==> src/rtl/mannix_mem_pkg.sv <==
// Shared memory-side constants, line type and write-packer FSM state encoding.
package mannix_mem_pkg;

   localparam int MEM_WORD_WIDTH    = 8;
   localparam int MEM_WORDS_IN_LINE = 32;
   localparam int MEM_ADDR_WIDTH    = 19;

   typedef logic [MEM_WORDS_IN_LINE-1:0][MEM_WORD_WIDTH-1:0] mem_line_t;

   typedef enum logic [1:0] {
      ST_IDLE = 2'd0,
      ST_FILL = 2'd1,
      ST_REQ  = 2'd2
   } wr_state_e;

endpackage

==> src/rtl/wr_line_buf.sv <==
// One line register filled slot by slot; sealed (full) when the last slot or the
// job's final word is written, and zero-cleared when its line has been granted.
module wr_line_buf
   import mannix_mem_pkg::*;
#(
   parameter int WORD_WIDTH        = MEM_WORD_WIDTH,
   parameter int NUM_WORDS_IN_LINE = MEM_WORDS_IN_LINE
) (
   input  logic                                         clk,
   input  logic                                         rst,
   input  logic                                         clr_i,
   input  logic                                         wr_en_i,
   input  logic                                         wr_last_i,
   input  logic [WORD_WIDTH-1:0]                        wr_data_i,
   output logic [NUM_WORDS_IN_LINE-1:0][WORD_WIDTH-1:0] data_o,
   output logic [$clog2(NUM_WORDS_IN_LINE+1)-1:0]       count_o,
   output logic                                         full_o,
   output logic                                         last_o
);

   localparam int CW = $clog2(NUM_WORDS_IN_LINE + 1);

   logic [NUM_WORDS_IN_LINE-1:0][WORD_WIDTH-1:0] data_q, data_d;
   logic [CW-1:0]                                idx_q, idx_d;
   logic                                         full_q, full_d;
   logic                                         last_q, last_d;
   logic [NUM_WORDS_IN_LINE-1:0]                 slot_we;

   generate
      for (genvar gi = 0; gi < NUM_WORDS_IN_LINE; gi++) begin : g_slot
         assign slot_we[gi] = wr_en_i && (idx_q == CW'(gi));
      end
   endgenerate

   always_comb begin
      data_d = data_q;
      idx_d  = idx_q;
      full_d = full_q;
      last_d = last_q;
      if (clr_i) begin
         data_d = '0;
         idx_d  = '0;
         full_d = 1'b0;
         last_d = 1'b0;
      end else if (wr_en_i) begin
         for (int k = 0; k < NUM_WORDS_IN_LINE; k++) begin
            if (slot_we[k]) data_d[k] = wr_data_i;
         end
         idx_d  = idx_q + CW'(1);
         full_d = (idx_q == CW'(NUM_WORDS_IN_LINE - 1)) || wr_last_i;
         last_d = wr_last_i;
      end
   end

   always_ff @(posedge clk) begin
      if (rst) begin
         data_q <= '0;
         idx_q  <= '0;
         full_q <= 1'b0;
         last_q <= 1'b0;
      end else begin
         data_q <= data_d;
         idx_q  <= idx_d;
         full_q <= full_d;
         last_q <= last_d;
      end
   end

   assign data_o  = data_q;
   assign count_o = idx_q;
   assign full_o  = full_q;
   assign last_o  = last_q;

endmodule

==> src/rtl/wr_line_packer.sv <==
// Packs a word stream into memory lines and issues one write request per line.
// Define WR_PACKER_DOUBLE_BUF_EN for two ping-pong line buffers (default: one).
module wr_line_packer
   import mannix_mem_pkg::*;
#(
   parameter int WORD_WIDTH        = MEM_WORD_WIDTH,
   parameter int NUM_WORDS_IN_LINE = MEM_WORDS_IN_LINE,
   parameter int ADDR_WIDTH        = MEM_ADDR_WIDTH
) (
   input  logic                                    clk,
   input  logic                                    rst,
   input  logic                                    cfg_start,
   input  logic [ADDR_WIDTH-1:0]                   cfg_base_addr,
   input  logic [ADDR_WIDTH-1:0]                   cfg_num_words,
   input  logic                                    in_valid,
   output logic                                    in_ready,
   input  logic [WORD_WIDTH-1:0]                   in_data,
   output logic                                    mem_req,
   input  logic                                    mem_gnt,
   output logic [ADDR_WIDTH-1:0]                   mem_start_addr,
   output logic [ADDR_WIDTH-1:0]                   mem_size_bytes,
   output logic [NUM_WORDS_IN_LINE*WORD_WIDTH-1:0] mem_data,
   output logic [$clog2(NUM_WORDS_IN_LINE)-1:0]    mem_last_valid,
   output logic                                    last,
   output logic                                    busy,
   output logic                                    done
);

`ifdef WR_PACKER_DOUBLE_BUF_EN
   localparam int NBUF = 2;
`else
   localparam int NBUF = 1;
`endif
   localparam int CW  = $clog2(NUM_WORDS_IN_LINE + 1);
   localparam int LVW = $clog2(NUM_WORDS_IN_LINE);

   typedef logic [NUM_WORDS_IN_LINE-1:0][WORD_WIDTH-1:0] line_t;

   wr_state_e             state_q, state_d;
   logic [ADDR_WIDTH-1:0] rem_q, rem_d;
   logic [ADDR_WIDTH-1:0] addr_q, addr_d;
   logic                  fill_sel_q, fill_sel_d;
   logic                  req_sel_q, req_sel_d;
   logic                  done_q, done_d;

   logic [NBUF-1:0]       buf_wr, buf_clr, buf_full, buf_last;
   logic [CW-1:0]         buf_count [NBUF];
   line_t                 buf_data  [NBUF];
   logic                  accept, grant, final_word, seal_now;
   logic [CW-1:0]         req_cnt;

   generate
      for (genvar gi = 0; gi < NBUF; gi++) begin : g_buf
         assign buf_wr[gi]  = accept && (fill_sel_q == 1'(gi));
         assign buf_clr[gi] = grant && (req_sel_q == 1'(gi));
         wr_line_buf #(
            .WORD_WIDTH        (WORD_WIDTH),
            .NUM_WORDS_IN_LINE (NUM_WORDS_IN_LINE)
         ) u_buf (
            .clk       (clk),
            .rst       (rst),
            .clr_i     (buf_clr[gi]),
            .wr_en_i   (buf_wr[gi]),
            .wr_last_i (final_word),
            .wr_data_i (in_data),
            .data_o    (buf_data[gi]),
            .count_o   (buf_count[gi]),
            .full_o    (buf_full[gi]),
            .last_o    (buf_last[gi])
         );
      end
   endgenerate

   // Filling stops when the target buffer is still awaiting its grant or the job is drained.
   assign in_ready   = (state_q != ST_IDLE) && (rem_q != '0) && !buf_full[fill_sel_q];
   assign accept     = in_valid && in_ready;
   assign mem_req    = (state_q == ST_REQ);
   assign grant      = mem_req && mem_gnt;
   assign final_word = (rem_q == ADDR_WIDTH'(1));
   assign seal_now   = accept && ((buf_count[fill_sel_q] == CW'(NUM_WORDS_IN_LINE - 1)) || final_word);

   always_comb begin
      state_d    = state_q;
      rem_d      = rem_q;
      addr_d     = addr_q;
      fill_sel_d = fill_sel_q;
      req_sel_d  = req_sel_q;
      done_d     = 1'b0;

      if (accept) rem_d = rem_q - ADDR_WIDTH'(1);
      if (seal_now && NBUF == 2) fill_sel_d = ~fill_sel_q;

      case (state_q)
         ST_IDLE: begin
            if (cfg_start) begin
               if (cfg_num_words == '0) begin
                  done_d = 1'b1;
               end else begin
                  state_d    = ST_FILL;
                  rem_d      = cfg_num_words;
                  addr_d     = cfg_base_addr;
                  fill_sel_d = 1'b0;
                  req_sel_d  = 1'b0;
               end
            end
         end
         ST_FILL: begin
            // Requests follow fill order: only the buffer at req_sel may launch.
            if (buf_full[req_sel_q] || (seal_now && fill_sel_q == req_sel_q)) state_d = ST_REQ;
         end
         ST_REQ: begin
            if (mem_gnt) begin
               addr_d = addr_q + ADDR_WIDTH'(NUM_WORDS_IN_LINE);
               if (buf_last[req_sel_q]) begin
                  state_d = ST_IDLE;
                  done_d  = 1'b1;
               end else begin
                  state_d = ST_FILL;
                  if (NBUF == 2) req_sel_d = ~req_sel_q;
               end
            end
         end
         default: state_d = ST_IDLE;
      endcase
   end

   always_ff @(posedge clk) begin
      if (rst) begin
         state_q    <= ST_IDLE;
         rem_q      <= '0;
         addr_q     <= '0;
         fill_sel_q <= 1'b0;
         req_sel_q  <= 1'b0;
         done_q     <= 1'b0;
      end else begin
         state_q    <= state_d;
         rem_q      <= rem_d;
         addr_q     <= addr_d;
         fill_sel_q <= fill_sel_d;
         req_sel_q  <= req_sel_d;
         done_q     <= done_d;
      end
   end

   // A sealed buffer is never written, so its registers hold the request steady.
   assign req_cnt        = buf_count[req_sel_q];
   assign mem_start_addr = mem_req ? addr_q : '0;
   assign mem_size_bytes = mem_req ? ADDR_WIDTH'(req_cnt) : '0;
   assign mem_last_valid = mem_req ? (req_cnt[LVW-1:0] - LVW'(1)) : '0;
   assign last           = mem_req && buf_last[req_sel_q];
   assign mem_data       = mem_req ? buf_data[req_sel_q] : '0;
   assign busy           = (state_q != ST_IDLE);
   assign done           = done_q;

endmodule

==> config.mk <==
export PLATFORM = sky130hd
export DESIGN_NAME = wr_line_packer
export DESIGN_NICKNAME = d
export VERILOG_FILES = /design/src/rtl/mannix_mem_pkg.sv /design/src/rtl/wr_line_buf.sv /design/src/rtl/wr_line_packer.sv
export SDC_FILE = /design/constraint.sdc
export NUM_CORES = 1
export LEC_CHECK = 0
export CORE_ASPECT_RATIO = 1.2
export CORE_MARGIN = 5
export CORE_UTILIZATION = 45
export CTS_CLUSTER_SIZE = 16
export DETAILED_ROUTE_END_ITERATION = 8
export PLACE_DENSITY = 0.74
export SLEW_MARGIN = 10
export SYNTH_ARGS = -nofsm -noshare
export SYNTH_HDL_FRONTEND = slang
export SYNTH_SLANG_ARGS = --single-unit
==> constraint.sdc <==
create_clock -name clk -period 2.8 [get_ports clk]
set_input_delay 0.56 -clock clk [delete_from_list [all_inputs] [get_ports clk]]
set_output_delay 0.56 -clock clk [all_outputs]
set_load 0.01 [all_outputs]
# After elaboration in Yosys (flattened, before gate mapping)
# Cells that the tools add are included.
# totals
ff_bits	305
in_bits	51
output_inout_bits	304
# op_classes
add_sub_neg	4
eq_ne	38
mux	23
reduce_logical	82
# op_table
operator	n
$mux W256	1
$mux W19	8
$eq A6 B5 Y1 const B	16
$reduce_and A2 Y1	32
$eq A6 B4 Y1 const B	8
$logic_and A1 B1 Y1	38
$pmux W19 S2	1
$eq A6 B3 Y1 const B	4
$add A19 B6 Y19 const B	1
$eq A19 B1 Y1 const B	1
$logic_not A19 Y1	1
$reduce_bool A19 Y1	1
$sub A19 B1 Y19 const B	1
$eq A6 B2 Y1 const B	2
$mux W2	4
$reduce_and A4 Y1	2
$add A6 B1 Y6 const B	1
$eq A6 B1 Y1 const B	1
$logic_not A6 Y1	1
$mux W6	1
$ne A2 B2 Y1 const B	3
$pmux W2 S3	1
$mux W1	5
$mux W5	1
other kinds (10)	12

# Longest topological paths before layout
# Gate-level depths: netlist of the first run.
# logic_depth
ltp_word	8
depth_mapped	10
ltp_nobuf	7

# Modules after synthesis
# From an unflattened synthesis of the first run, not the netlist that was laid out.
# unflattened
cells_unflattened	1586
area_unflattened_um2	14326.2
# by_module_without_submodules
module	n_inst	cells_each	area_each_um2
wr_line_buf	1	924	9841.9
wr_line_packer	1	662	4484.3

# Worst setup path before layout of the first run
# Ideal clock, no wire load.
# synth_timing
path_type	register -> output
startpoint	reg rem_q[11]
endpoint	out in_ready
t_arrival_ns	1.957
required_ns	2.240
slack_ns	0.283
stages_incl_launch_ff	7
path_buffers	2
path_cell_list	dfxtp_1 -> or4_4 -> buf_6 -> or4_4 -> nor3_4 -> buf_4 -> nor2_1
# synth_via
elab_chain_len	3
# synth_rtl
element	line_no	source
start, declared	wr_line_packer.sv:40	logic [ADDR_WIDTH-1:0] rem_q, rem_d;
start signal, assigned	wr_line_packer.sv:137	rem_q <= rem_d;
$reduce_bool A19 Y1	wr_line_packer.sv:75	assign in_ready = (state_q != ST_IDLE) && (rem_q != '0) && !buf_full[fill_sel_q];
$logic_and A1 B1 Y1 (2 in a row)	wr_line_packer.sv:75	
end, declared	wr_line_packer.sv:16	output logic in_ready,
# Every way passes these cells.

# Final worst setup path of the first run
# Same ends and word-level chain as after synthesis.

==> flow_summary.json, run 1 <==
{
  "cts_hold_buf": 0,
  "drt_iter0_drc": 869,
  "final_util": 0.6104,
  "fin_worst_skew_ps": 15.28,
  "p_sw_frac": 0.2422,
  "vdd_drop_max_mv": 0.3902,
  "highest_layer": "met4",
  "cp_max_fo": 4,
  "grt_setup_unrepaired": "yes",
  "synth_area_sq_um": 14230,
  "grt_pass1_wl_um": 66340,
  "fin_ws_ps": -22.02,
  "violations": "setup timing",
  "htree_levels": 1,
  "pwr-share-seq": 0.478,
  "final-max-slew-violation-count": 0,
  "antenna_found_initial": 0,
  "hpwl_um": 29090,
  "clkSlewWorstSetupHoldPaths_ps": 70,
  "syn_to_final_growth_pct": 34.13,
  "cp.arrival_ps": 2260,
  "setup-violations-final": 1,
  "worst-slew-pin-transition_ps": 917.9,
  "synthArstFlopShare": 0,
  "via_count": 12580,
  "power_leakage_uw": 0.008781,
  "holdCritStartpoint": "addr_q[0]",
  "cp.required_ps": 2240,
  "timing.rr.start": "rem_q[11]",
  "slew_headroom": 0.3881,
  "p_total_uw": 9307,
  "grt_pass1_vias": 11920,
  "overflow": 0,
  "ys_warn_count": 0,
  "yosysTopAreaCellShare": 0.4290,
  "grt.total_usage": 0.2317,
  "power_density_nw_per_um2": 487.6,
  "p_switching_uw": 2254,
  "routed_via_density": 5.380,
  "cts_buffers": 30,
  "diodes": 0,
  "port-buffer-count": 341,
  "fin_crit_ps": 2822,
  "crit_path_end_kind": "output pin",
  "drt-met1-wl_um": 18250,
  "fmax_mhz": 354.4,
  "ys_seq_elements": 305,
  "cts-root-buf": "clkbuf_16",
  "drtPass1Iterations": 7,
  "crit_path_start": "rem_q[11]",
  "syn_inst": 1632,
  "synth-edff-count": 0,
  "die-area_sq_um": 35300,
  "wl_met3_um": 2922,
  "p_clk_frac": 0.440,
  "stdcell_count": 2338,
  "cts.path.max_buffers": 3,
  "netlist_top_cells_area": "dfxtp_1 (43%), and2_1 (12%), nand3_1 (9.2%)",
  "fin_tns_setup_ps": -22.02,
  "crit_type": "reg -> out",
  "antenna_left": 0,
  "outcome": "complete, but fails checks",
  "routedWlPerCell_um": 18.55,
  "drv_cap": 0,
  "dpl.cell_count": 2274,
  "period_share": 1.008,
  "coreArea_sq_um": 31270,
  "drc_errors": 0,
  "nets": 1977,
  "hold_path_class": "reg -> reg",
  "grt_max_degree": 67,
  "pwr-share-comb": 0.082,
  "io_pins": 355,
  "die_y_um": 204.8,
  "synth_cell_types": 64,
  "p_int_uw": 7053,
  "final_common_cell": "dfxtp_1",
  "num_rows": 71,
  "cts_sinks": 305,
  "clock_latency_ps": 550,
  "synthFlopType": "dfxtp_1",
  "synth_largest_area_cell": "dfxtp_1",
  "avgSynthCellArea_sq_um": 8.720,
  "cts_tree": "done",
  "gp_congestion": 0.8879,
  "startpoint_type": "register",
  "hold_viol_final": 0,
  "drive_above_1_share": 0.09809,
  "holdWs_ps": 455.0,
  "initial_core_util": 0.4551,
  "seq_area_frac_synth": 0.4290,
  "final_cell_mix": "dfxtp_1 (300), and2_1 (275), nand3_1 (262), o21ai_0 (195), dlygate4sd2_1 (162)",
  "die_w_um": 172.3,
  "finalWirelength_um": 43370,
  "wl_met2_um": 21070
}
==> routing by layer <==
layer / global-route usage / up-vias
met5: 0 / -
met4: 0.06768 / 0
met3: 0.04208 / 70
met2: 0.3925 / 393
met1: 0.3009 / 5861
li1: - / 6255
==> area by class of cell <==
cell class / instances / area, sq um
Tap cell: 401 / 501.7
Fill cell: 2743 / 12180
Multi-Input combinational cell: 1159 / 7172
Timing Repair Buffer: 409 / 4237
Clock inverter: 10 / 108.9
Inverter: 12 / 57.56
Clock buffer: 42 / 897.1
Sequential cell: 305 / 6115
==> cell usage after synthesis, types with 13 or more instances <==
cell type,n
nand3_1,262
and2_1,279
nor3_1,15
nor2_1,39
clkbuf_1,82
o21ai_1,71
o21ai_0,195
buf_2,31
buf_6,30
dfxtp_1,305
o211ai_4,28
or3_1,13
buf_4,15
nand2_1,54
a311oi_1,14
a21oi_1,35
==> through the flow <==
step                      instance area (sq um)  setup WS, ps
after floorplan                           14280         283.1
after global placement                    17820         177.0
after detailed placement                  17820         132.8
after CTS                                 18900        -83.57
after global routing                      19090        -82.71
final                                     19090        -22.02
==> state kept, by name, summed over array words and instances, names as in the netlist <==
register / cells
g_buf.u_buf.full_o: 1
done: 1
addr_q: 19
g_buf.u_buf.last_o: 1
rem_q: 19
g_buf.u_buf.data_o: 256
g_buf.u_buf.count_o: 6
state_q: 2
==> cells by family (layout without fill, tap and decap cells) <==
family | Yosys count | in the layout | share of synthesized area
compound gates | 395 | 395 | 0.1887
other cells | 1 | 13 | 0.0002635
mux | 8 | 8 | 0.005627
fa+ha+maj | 9 | 9 | 0.007913
buf+inv | 180 | 473 | 0.07306
simple gates | 728 | 728 | 0.2917
flops | 305 | 305 | 0.4290
xor+xnor | 6 | 6 | 0.003693
==> power by group through the flow <==
stage / Sequential [uW] / Combinational, uW / Clock, uW
floorplan: 4520 / 519 / 0
global placement: 4540 / 743 / 0
detailed placement: 4540 / 751 / 0
CTS: 4440 / 759 / 4160
global route: 4450 / 823 / 4350
finish: 4450 / 764 / 4100
==> worst paths after layout <==
kind         slack (ps)                    endpoint  cells past startpoint
min reg2reg         460                   addr_q[0]                      2
max reg2reg         160  g_buf[0].u_buf.data_o[251]                      6
max                 -20                    in_ready                      5
min                 460                   addr_q[0]                      2
==> critical path, stage by stage, from the launching register on <==
cell	delay, ps
dfxtp_2	330
or4_4	520
or4_4	450
nor3_4	200
nor2_1	60
buf_2	150
==> what timing repair did <==
action                                  in CTS  in global routing
setup buffers                                6                  1
gates resized for setup                    175                 74
endpoints found under the setup margin     266                 82
pin swaps                                    1                  1
cloned                                       5                  1
Power figures use the tool's default switching activity.
==> run 2, diff against run 1 <==
Settings changed: CTS_CLUSTER_SIZE 16 to 10.
==> flow_summary.json, run 2 (synthesis gave the netlist of run 1 again) <==
{
  "coreArea_sq_um": 31270,
  "crit_path_end_kind": "output pin",
  "worst_path_most_repeated_cell": "buf_16",
  "setup-violations-final": 0,
  "via_count": 12540,
  "holdWs_ps": 449.9,
  "grt_pass1_vias": 12100,
  "cp_max_fo": 24,
  "grt_setup_unrepaired": "no",
  "fin_worst_skew_ps": 22.52,
  "largest_reg_flops": 256,
  "cts_tree": "done",
  "hpwl_um": 29090,
  "htree_levels": 2,
  "initial_core_util": 0.4551,
  "placed_area_sq_um": 17820,
  "num_rows": 71,
  "cts_buffers": 36,
  "grt.total_usage": 0.2338,
  "antenna_left": 0,
  "antenna_found_initial": 0,
  "period_share": 0.9828,
  "slew_headroom": 0.3718,
  "fin_crit_ps": 2752,
  "stdcell_count": 2326,
  "crit_chain": "nand2b_4 -> clkinv_8 -> buf_16 -> buf_16 -> and2_1 -> clkdlybuf4s50_1",
  "fmax_mhz": 363.4,
  "syn_to_final_growth_pct": 34.26,
  "holdCritStartpoint": "addr_q[0]",
  "p_total_uw": 9293,
  "drc_errors": 0,
  "timing.rr.start": "rem_q[10]",
  "regArea_sq_um": 6111,
  "cts_sinks": 305,
  "postLayoutCellArea_sq_um": 19110,
  "overflow": 0,
  "clkSlewWorstSetupHoldPaths_ps": 60,
  "cp.arrival_ps": 2190,
  "cts_hold_buf": 0,
  "power_leakage_uw": 0.007600,
  "nets": 1981,
  "cts.path.max_buffers": 3,
  "die_y_um": 204.8,
  "multiInputGateArea_sq_um": 7162,
  "dpl.cell_count": 2274,
  "drv_cap": 0,
  "port-buffer-count": 341,
  "grt_pass1_wl_um": 66690,
  "routedWlPerCell_um": 18.59,
  "drive_above_1_share": 0.08987,
  "clock_latency_ps": 510,
  "io_pins": 355,
  "cp.required_ps": 2240,
  "worst-slew-pin-transition_ps": 942.3,
  "gp_congestion": 0.8879,
  "critPathMaxStageDelay_ps": 570,
  "vdd_drop_max_mv": 0.3736,
  "crit_path_start": "state_q[0]",
  "outcome": "complete, no violations",
  "final_cell_mix": "dfxtp_1 (303), and2_1 (279), nand3_1 (262), clkdlybuf4s50_1 (236), o21ai_0 (195)",
  "drt_iter0_drc": 832,
  "hold_viol_final": 0,
  "crit_type": "reg -> out",
  "final-max-slew-violation-count": 0,
  "power_density_nw_per_um2": 486.4,
  "cpMaxStageDelayCell": "clkdlybuf4s50_1",
  "hold_path_class": "reg -> reg",
  "finalWirelength_um": 43240,
  "fillers": 2709,
  "die-area_sq_um": 35300,
  "final_common_cell": "dfxtp_1",
  "diodes": 0,
  "cts-root-buf": "clkbuf_16",
  "drtPass1Iterations": 5,
  "die_w_um": 172.3,
  "grt_max_degree": 67,
  "startpoint_type": "register",
  "routed_via_density": 5.393
}
[run 2: changes by cell type in the layout (fill, tap and decap cells not counted), moves of 3 or more]
cell / delta
clkbuf_16: +5
dlygate4sd2_1: -133
and2_4: -4
dlymetal6s2s_1: -29
clkbuf_8: -6
clkdlybuf4s15_1: +43
dfxtp_2: -3
clkdlybuf4s50_1: +119
and2_1: +4
clkinv_2: -5
dfxtp_1: +3
[run 2: area by class of cell]
class,count,share of cell area
clock buffers,40,0.05009
clock inverters,2,0.0009168
inverters,12,0.003012
multi-input cells,1159,0.3748
flip-flops and latches,305,0.3198
well taps,401,0.02626
repair buffers,407,0.2251
[run 2: power breakdown]
group	internal [uW]	switching, uW	total, uW
Combinational	256	505	761
Sequential	4400	54.5	4450
Clock	2390	1690	4080
[run 2: final timing paths]
| check | endpoint | slack (ps) | cells past startpoint |
|---|---|---|---|
| worst max-delay path | mem_data[202] | 50 | 6 |
| worst min-delay path | addr_q[0] | 450 | 2 |
| worst max register to register | rem_q[4] | 180 | 7 |
| worst min register to register | addr_q[0] | 450 | 2 |
[run 2: metal layers]
| layer | wire [um] | GRT usage | part of all wire | vias up |
|---|---|---|---|---|
| met5 | 0 | 0 | 0 | - |
| met4 | 1149 | 0.06740 | 0.027 | 0 |
| met3 | 2978 | 0.04439 | 0.069 | 80 |
| met2 | 20880 | 0.3996 | 0.48 | 424 |
| met1 | 18240 | 0.2996 | 0.42 | 5793 |
| li1 | - | - | - | 6246 |
[run 2: metrics by stage]
stage / TNS (ps) / utilization / worst slack, ps
after global routing: 0 / 0.6110 / 1.207
after detailed placement: 0 / 0.5700 / 132.8
final: 0 / 0.6110 / 48.24
after CTS: -239.8 / 0.6059 / -49.19
after floorplan: 0 / - / 283.1
after global placement: 0 / 0.5700 / 177.0
[run 2: worst max-delay path, delay by kind of cell (launching register included)]
family        cells  cell delay, ps
simple gates      2             300
flops             1             370
buf+inv           4            1010
[run 2: timing repair]
| item | in CTS | in global routing |
|---|---|---|
| buffers inserted | 3 | 2 |
| setup endpoints to repair | 248 | 96 |
| pin swaps | 1 | 0 |
| resized for setup | 85 | 81 |
| cloned | 5 | 0 |
